**config.mk**
```make
export PLATFORM = sky130hd
export DESIGN_NAME = core_writeback_stage
export DESIGN_NICKNAME = d
export VERILOG_FILES = /design/src/rtl/core_writeback_stage.sv
export SDC_FILE = /design/constraint.sdc
export NUM_CORES = 1
export LEC_CHECK = 0
export CORE_ASPECT_RATIO = 0.8
export CORE_MARGIN = 5
export CORE_UTILIZATION = 45
export DETAILED_ROUTE_END_ITERATION = 16
export PLACE_DENSITY = 0.76
export SETUP_SLACK_MARGIN = 0.05
export SLEW_MARGIN = 20
export SYNTH_ARGS = -nofsm -noshare
export SYNTH_HDL_FRONTEND = slang
export SYNTH_SLANG_ARGS = --single-unit
export TNS_END_PERCENT = 100
```
**constraint.sdc**
```tcl
create_clock -name clk -period 4.62 [get_ports clk]
set_input_delay 0.924 -clock clk [delete_from_list [all_inputs] [get_ports clk]]
set_output_delay 0.924 -clock clk [all_outputs]
set_load 0.01 [all_outputs]
```
**src/rtl/core_writeback_stage.sv**
```systemverilog
// core_writeback_stage
//   Drives the core register file's single write port. Each cycle it picks one
//   result, in priority order: ALU, then the long-latency FIFO head, then an
//   LSU result passed straight through. The chosen result is registered onto
//   rf_we/rf_write_addr/rf_write_data. A 32-bit pending-write scoreboard lets
//   decode stall reads of registers whose writes have not landed yet.
//
// Ports
//   clk, rst                       clock, synchronous active-high reset
//   issue_valid/issue_rd           issued instruction that will write issue_rd
//   alu_valid/alu_rd/alu_data      single-cycle result, always accepted
//   lsu_valid/lsu_ready/lsu_rd/lsu_data
//                                  long-latency result, valid/ready handshake
//   rf_we/rf_write_addr/rf_write_data
//                                  registered register-file write port
//   chk_addr0/1, chk_busy0/1       scoreboard lookups for decode (combinational)
//   fifo_count                     number of buffered long-latency results
module core_writeback_stage #(
  parameter int unsigned DATA_WIDTH = 32,
  parameter int unsigned FIFO_DEPTH = 2
) (
  input  logic                          clk,
  input  logic                          rst,
  input  logic                          issue_valid,
  input  logic [4:0]                    issue_rd,
  input  logic                          alu_valid,
  input  logic [4:0]                    alu_rd,
  input  logic [DATA_WIDTH-1:0]         alu_data,
  input  logic                          lsu_valid,
  output logic                          lsu_ready,
  input  logic [4:0]                    lsu_rd,
  input  logic [DATA_WIDTH-1:0]         lsu_data,
  output logic                          rf_we,
  output logic [4:0]                    rf_write_addr,
  output logic [DATA_WIDTH-1:0]         rf_write_data,
  input  logic [4:0]                    chk_addr0,
  input  logic [4:0]                    chk_addr1,
  output logic                          chk_busy0,
  output logic                          chk_busy1,
  output logic [$clog2(FIFO_DEPTH):0]   fifo_count
);

  localparam int unsigned AW = $clog2(FIFO_DEPTH);
  localparam int unsigned CW = AW + 1;
  localparam logic [CW-1:0] DEPTH_C = CW'(FIFO_DEPTH);

  logic [4:0]            fifo_rd_q   [FIFO_DEPTH];
  logic [DATA_WIDTH-1:0] fifo_data_q [FIFO_DEPTH];
  logic [AW-1:0]         wr_ptr_q;
  logic [AW-1:0]         rd_ptr_q;
  logic [CW-1:0]         count_q;
  logic [31:0]           busy_q;
  logic [31:0]           busy_d;

  logic                  fifo_empty;
  logic                  fifo_full;
  logic                  lsu_xfer;
  logic                  alu_sel;
  logic                  fifo_pop;
  logic                  lsu_bypass;
  logic                  fifo_push;
  logic                  sel_valid;
  logic [4:0]            sel_rd;
  logic [DATA_WIDTH-1:0] sel_data;

  assign fifo_empty = (count_q == '0);
  assign fifo_full  = (count_q == DEPTH_C);

  // Based on the registered count only, so ready cannot rise in the same
  // cycle a full FIFO pops.
  assign lsu_ready  = !fifo_full && !rst;
  assign lsu_xfer   = lsu_valid && lsu_ready;

  // x0 ALU results are dropped and leave the port free for the FIFO head.
  assign alu_sel    = alu_valid && (alu_rd != 5'd0);
  assign fifo_pop   = !alu_sel && !fifo_empty;
  assign lsu_bypass = !alu_sel && fifo_empty && lsu_xfer && (lsu_rd != 5'd0);
  assign fifo_push  = lsu_xfer && (lsu_rd != 5'd0) && !lsu_bypass;

  always_comb begin
    sel_valid = 1'b0;
    sel_rd    = '0;
    sel_data  = '0;
    if (alu_sel) begin
      sel_valid = 1'b1;
      sel_rd    = alu_rd;
      sel_data  = alu_data;
    end else if (fifo_pop) begin
      sel_valid = 1'b1;
      sel_rd    = fifo_rd_q[rd_ptr_q];
      sel_data  = fifo_data_q[rd_ptr_q];
    end else if (lsu_bypass) begin
      sel_valid = 1'b1;
      sel_rd    = lsu_rd;
      sel_data  = lsu_data;
    end
  end

  always_ff @(posedge clk) begin
    if (fifo_push) begin
      fifo_rd_q[wr_ptr_q]   <= lsu_rd;
      fifo_data_q[wr_ptr_q] <= lsu_data;
    end
  end

  always_ff @(posedge clk) begin
    if (rst) begin
      wr_ptr_q <= '0;
      rd_ptr_q <= '0;
      count_q  <= '0;
    end else begin
      if (fifo_push) wr_ptr_q <= wr_ptr_q + AW'(1);
      if (fifo_pop)  rd_ptr_q <= rd_ptr_q + AW'(1);
      if (fifo_push && !fifo_pop)      count_q <= count_q + CW'(1);
      else if (fifo_pop && !fifo_push) count_q <= count_q - CW'(1);
    end
  end

  always_ff @(posedge clk) begin
    if (rst) begin
      rf_we         <= 1'b0;
      rf_write_addr <= '0;
      rf_write_data <= '0;
    end else begin
      rf_we <= sel_valid;
      if (sel_valid) begin
        rf_write_addr <= sel_rd;
        rf_write_data <= sel_data;
      end
    end
  end

  // Clear lands on the same edge the register file stores the data; a new
  // issue to the same rd at that edge must survive, so set is applied last.
  always_comb begin
    busy_d = busy_q;
    if (rf_we) busy_d[rf_write_addr] = 1'b0;
    if (issue_valid && (issue_rd != 5'd0)) busy_d[issue_rd] = 1'b1;
    busy_d[0] = 1'b0;
  end

  always_ff @(posedge clk) begin
    if (rst) busy_q <= '0;
    else     busy_q <= busy_d;
  end

  assign chk_busy0  = busy_q[chk_addr0];
  assign chk_busy1  = busy_q[chk_addr1];
  assign fifo_count = count_q;

endmodule

```
# [After elaboration in Yosys (flattened, before gate mapping)]
# Memories as Yosys holds them, arrays and structs flattened. A register that Yosys moved wholly into a read port is not among the register bits.
# Cells that the tools add are included.
[word_totals] input_bits=94 wordCells=77 ff_bits=74 output_inout_bits=43 n_memories=2 mem_bits_rw=74
[memory_table] memory="fifo_data_q" depth=2 word_bits=32 rd=1 rd_ports_with_merged_regs=1 write_ports=1 line_no="48" text="logic [DATA_WIDTH-1:0] fifo_data_q [FIFO_DEPTH];"
[memory_table] memory="fifo_rd_q" depth=2 word_bits=5 rd=1 rd_ports_with_merged_regs=1 write_ports=1 line_no="47" text="logic [4:0] fifo_rd_q [FIFO_DEPTH];"
[classes] bitwise=3 n_reduce_logical=26 addsub=4 muxes=27 eq_ne=1 order_cmp=6
[op_table] cell="$mux W32" n=5
[op_table] cell="$and A32 B32 Y32" n=1
[op_table] cell="$not A32 Y32" n=1
[op_table] cell="$or A32 B32 Y32" n=1
[op_table] cell="$lt A5 B6 Y1 const B" n=4
[op_table] cell="$mux W5" n=3
[op_table] cell="$reduce_bool A5 Y1" n=3
[op_table] cell="$logic_and A1 B1 Y1" n=14
[op_table] cell="$mux W1" n=13
[op_table] cell="$bmux W1 S5" n=2
[op_table] cell="$demux W1 S5" n=2
[op_table] cell="$ge A5 B1 Y1 const B" n=2
[op_table] cell="$logic_not A1 Y1" n=7
[op_table] cell="$mux W2" n=2
[op_table] cell="$add A1 B1 Y1 const B" n=2
[op_table] cell="$add A2 B1 Y2 const B" n=1
[op_table] cell="$eq A2 B2 Y1 const B" n=1
[op_table] cell="$logic_not A2 Y1" n=1
[op_table] cell="$reduce_bool A2 Y1" n=1
[op_table] cell="$sub A2 B1 Y2 const B" n=1

# [Longest topological paths before layout]
[logic_depth] depth_word=12 ltp_mapped=9

# [Worst setup path after synthesis]
# OpenSTA, ideal clock, no wires.
[synth_path] path_kind="input to register" startpoint="input lsu_rd[1]" endpoint="memory fifo_data_q[1][0], enable pin" stages=5 setup_ns=0.485 t_required_ns=4.135 arrival_ns=4.277 n_path_buf=1 setup_slack_ns=-0.142 cell_sequence="nor3_1 -> nand2_1 -> clkbuf_1 -> nand3_1 -> nor3b_1"
[synth_via] elab_chain_len=6
[synth_lines] item="start, declared" line_no="31" text="input logic [4:0] lsu_rd,"
[synth_lines] item="$reduce_bool A5 Y1 (*)" line_no="77, 78"
[synth_lines] item="$logic_and A1 B1 Y1" line_no="77" text="assign lsu_bypass = !alu_sel && fifo_empty && lsu_xfer && (lsu_rd != 5'd0);"
[synth_lines] item="$logic_not A1 Y1" line_no="78" text="assign fifo_push = lsu_xfer && (lsu_rd != 5'd0) && !lsu_bypass;"
[synth_lines] item="$logic_and A1 B1 Y1 (*)" line_no="78"
[synth_lines] item="$mux W1 (*)" line_no="100" text="if (fifo_push) begin"
[synth_lines] item="$mux W1 (not written as such) (*)" line_no="102" text="fifo_data_q[wr_ptr_q] <= lsu_data;"
[synth_lines] item="end, declared" line_no="48"
# Mark *: on every way between the ends. The rest lies on a longest branch, timed or not.

# [Worst setup path in the final report]
[layout_path] startpoint="input chk_addr1[1]" endpoint="output chk_busy1"
[layout_via] elab_chain_len=2
[layout_lines] item="start, declared" line_no="37" text="input logic [4:0] chk_addr1,"
[layout_lines] item="$bmux W1 S5" line_no="148" text="assign chk_busy1 = busy_q[chk_addr1];"
[layout_lines] item="$mux W1 (not written as such)" line_no="148"
[layout_lines] item="end, declared" line_no="39" text="output logic chk_busy1,"
# No other way between the ends. The select of a mux whose other input is x is not followed.

==> flow_summary.yaml <==
clocking:
  cts-htree-levels: 4
  ctsResizeCount: 0
  cts.path.max_buffers: 2
  cts_tree: "built"
  clk_pin_slew_ns: 0.06
  post-cts-setup-buffers: 0
  cts_sinks: 148
  clk-insertion-delay-late_ns: 0.43
  numCtsBuffers: 17
  root_buffer: "clkbuf_16"
  holdBufCountCts: 0
setup_path:
  worst-setup-path-type: "input port to primary output"
  reg2reg_from: "fifo_count[0]"
  worst-path-max-fanout: 9
  cp-start-kind: "input port"
  end_kind: "primary output"
  r2r-end: "rf_write_data[23]"
  r2r_setup_slack_ns: 1.84
  reg2reg_depth: 5
  worstPathRequired_ns: 3.70
  critPathArrivalTime_ns: 3.49
power:
  peakVddDrop_mv: 0.3139
  combPwrFrac_pct: 30.9
  p_total_mw: 4.379
  power_density_mw_per_mm2: 466.1
  seq_power_share_pct: 38.3
  swShare_pct: 33.47
  p_int_mw: 2.913
  switchingPower_mw: 1.466
  power_frac_clock_pct: 30.8
  leakagePower_nw: 2.982
sta:
  fin_worst_skew_ns: 0.008827
  max_freq_mhz: 226.6
  fin_crit_ns: 4.412
  finalSetupViolations: 0
  setup_tns_ns: 0
  rsz0062_at_grt: "no"
  worst_hold_slack_ns: 0.4574
  slew_headroom_pct: 35.56
  tightest_slew_ns: 0.9644
  maxSlewViolCount: 0
  hold_viol_final: 0
  post-route-period-util_pct: 95.50
grt:
  grt_pass1_wl_um: 32910
  use_met3_pct: 7.329
  overflow: 0
  grt_usage_pct: 22.21
  grt_max_degree: 45
  antenna_found_initial: 0
  grt_use_met1_pct: 30.41
  met2_usage_pct: 34.10
  first_global_vias: 6059
  top_usage_layer: "met2"
routing:
  via_per_inst: 6.046
  drt-total-wl_um: 21320
  first_pass_iters: 5
  first_iter_violations: 538
  vias: 6076
  ant_nets: 0
  drc: 0
  wl_per_cell_um: 21.21
synthesis:
  synth_top_area_share_pct: 30.48
  synth.avg_cell_area_um2: 10.87
  yosysTopAreaCell: "edfxtp_1"
  synth_nets: 766
  synthFlopType: "edfxtp_1"
  async_reset_ff_share_pct: 0
  yosys_warnings: 0
  ys_ff_latch: 148
  synthesis.area_mm2: 0.007291
  synth_edf_count: 74
  synth_cell_types: 48
  synth_area_leaders: "edfxtp_1, dfxtp_1, o32ai_2, o21ai_0, mux2i_1"
  yosysSeqAreaShare_pct: 50.80
  synthCells: 671
final_layout:
  fin_nets: 872
  drive_gt1_share_pct: 11.90
  num_antenna_cells: 0
  final_core_util_pct: 59.27
  syn2layout_area_growth_pct: 28.87
outcome:
  status: "complete, no violations"
worst_hold_path:
  hp-class: "flip-flop to flip-flop"
  min_path_cells: 2
  worstHoldStart: "rf_write_data[29]"
  holdPathEnd: "rf_write_data[29]"
floorplanning:
  die_h_um: 123.8
  ios: 137
  chipWidth_um: 152.3
  coreArea_mm2: 0.01585
  die_area_mm2: 0.01886
  initial_core_util_pct: 45.99
  rows: 41
placed_design:
  numPortBuffers: 136
  place_hpwl_um: 14440
  gp_congestion: 0.9608
job:
  maxCapViolCount: 0
## how the worst max path moves through the flow
stage,start,to,slack [ns],cells past startpoint
4_1_cts,chk_addr1[1],chk_busy1,0.21,6
3_5_place_dp,chk_addr1[1],chk_busy1,0.21,6
5_1_grt,chk_addr0[1],chk_busy0,0.1,6
2_1_floorplan,lsu_rd[1],fifo_data_q[1][0],1.16,5
3_3_place_gp,chk_addr1[1],chk_busy1,0.27,6
6_report,chk_addr1[1],chk_busy1,0.21,6
## cell usage after synthesis, drive strengths merged, types with 14 or more instances
master,count
nand2,41
mux2i,32
a211oi,37
nor4b,32
o32ai,33
o21ai,66
dfxtp,74
mux4,14
edfxtp,74
inv,36
nor2,42
buf,17
clkbuf,47
a21oi,35
## kinds of logic after synthesis
family	Yosys count	share of synthesized area [%]
multiplexers	48	9.027
XOR/XNOR	2	0.2403
adder cells (fa/ha/maj)	1	0.1716
flip-flops	148	50.80
buffers and inverters	100	5.818
AND/OR/NAND/NOR	172	13.61
AO/OA/AOI/OAI	200	20.34
## routing by layer
layer / vias up / share of wire, %
met1: 2975 / 43
met3: 32 / 9.1
met2: 286 / 46
li1: 2783 / -
met4: 0 / 1.7
met5: - / 0
## state kept, by name, summed over array words and instances, names as in the netlist, named ones only
name	cells
fifo_count	2
rf_write_addr	5
rf_we	1
fifo_rd_q	10
wr_ptr_q	1
rd_ptr_q	1
rf_write_data	32
fifo_data_q	64
busy_q	31
## layout by cell type (no fill, tap or decap), drive strengths merged, types with 33 or more instances in the layout
master and instances:
a211oi 37, a21oi 35, clkdlybuf4s50 136, dfxtp 74
edfxtp 74, inv 39, nand2 41, nor2 42
o21ai 66, o32ai 33
## through the flow
step,setup WS [ns],area (um^2),std cells
finish,0.2077,9395,1005
detailed placement,0.2135,8771,971
global placement,0.2717,8771,971
floorplan,1.158,7296,671
CTS,0.2078,9348,1003
global route,0.09867,9395,1005
## power by group through the flow
stage	Clock [mW]	Sequential (mW)	Combinational (mW)
3_5_place_dp	0	1.70	1.33
4_1_cts	1.36	1.68	1.34
2_1_floorplan	0	1.67	0.855
3_3_place_gp	0	1.69	1.30
6_report	1.35	1.68	1.35
5_1_grt	1.42	1.70	1.45
## layout make-up
cell class	instances	area (um^2)
sequential	148	3707
clock inverter	13	122.6
multi-input combinational	423	3206
fill	1238	6456
clock buffer	19	454.2
tap	215	269.0
inverter	36	135.1
timing repair buffer	151	1501
## critical path: stages
cell and delay, ns:
clkdlybuf4s50_1 0.77, mux2_2 0.39, a221oi_1 0.25, a2111oi_0 0.11, or4_1 0.55, clkdlybuf4s50_1 0.50
Power figures use the tool's default switching activity.
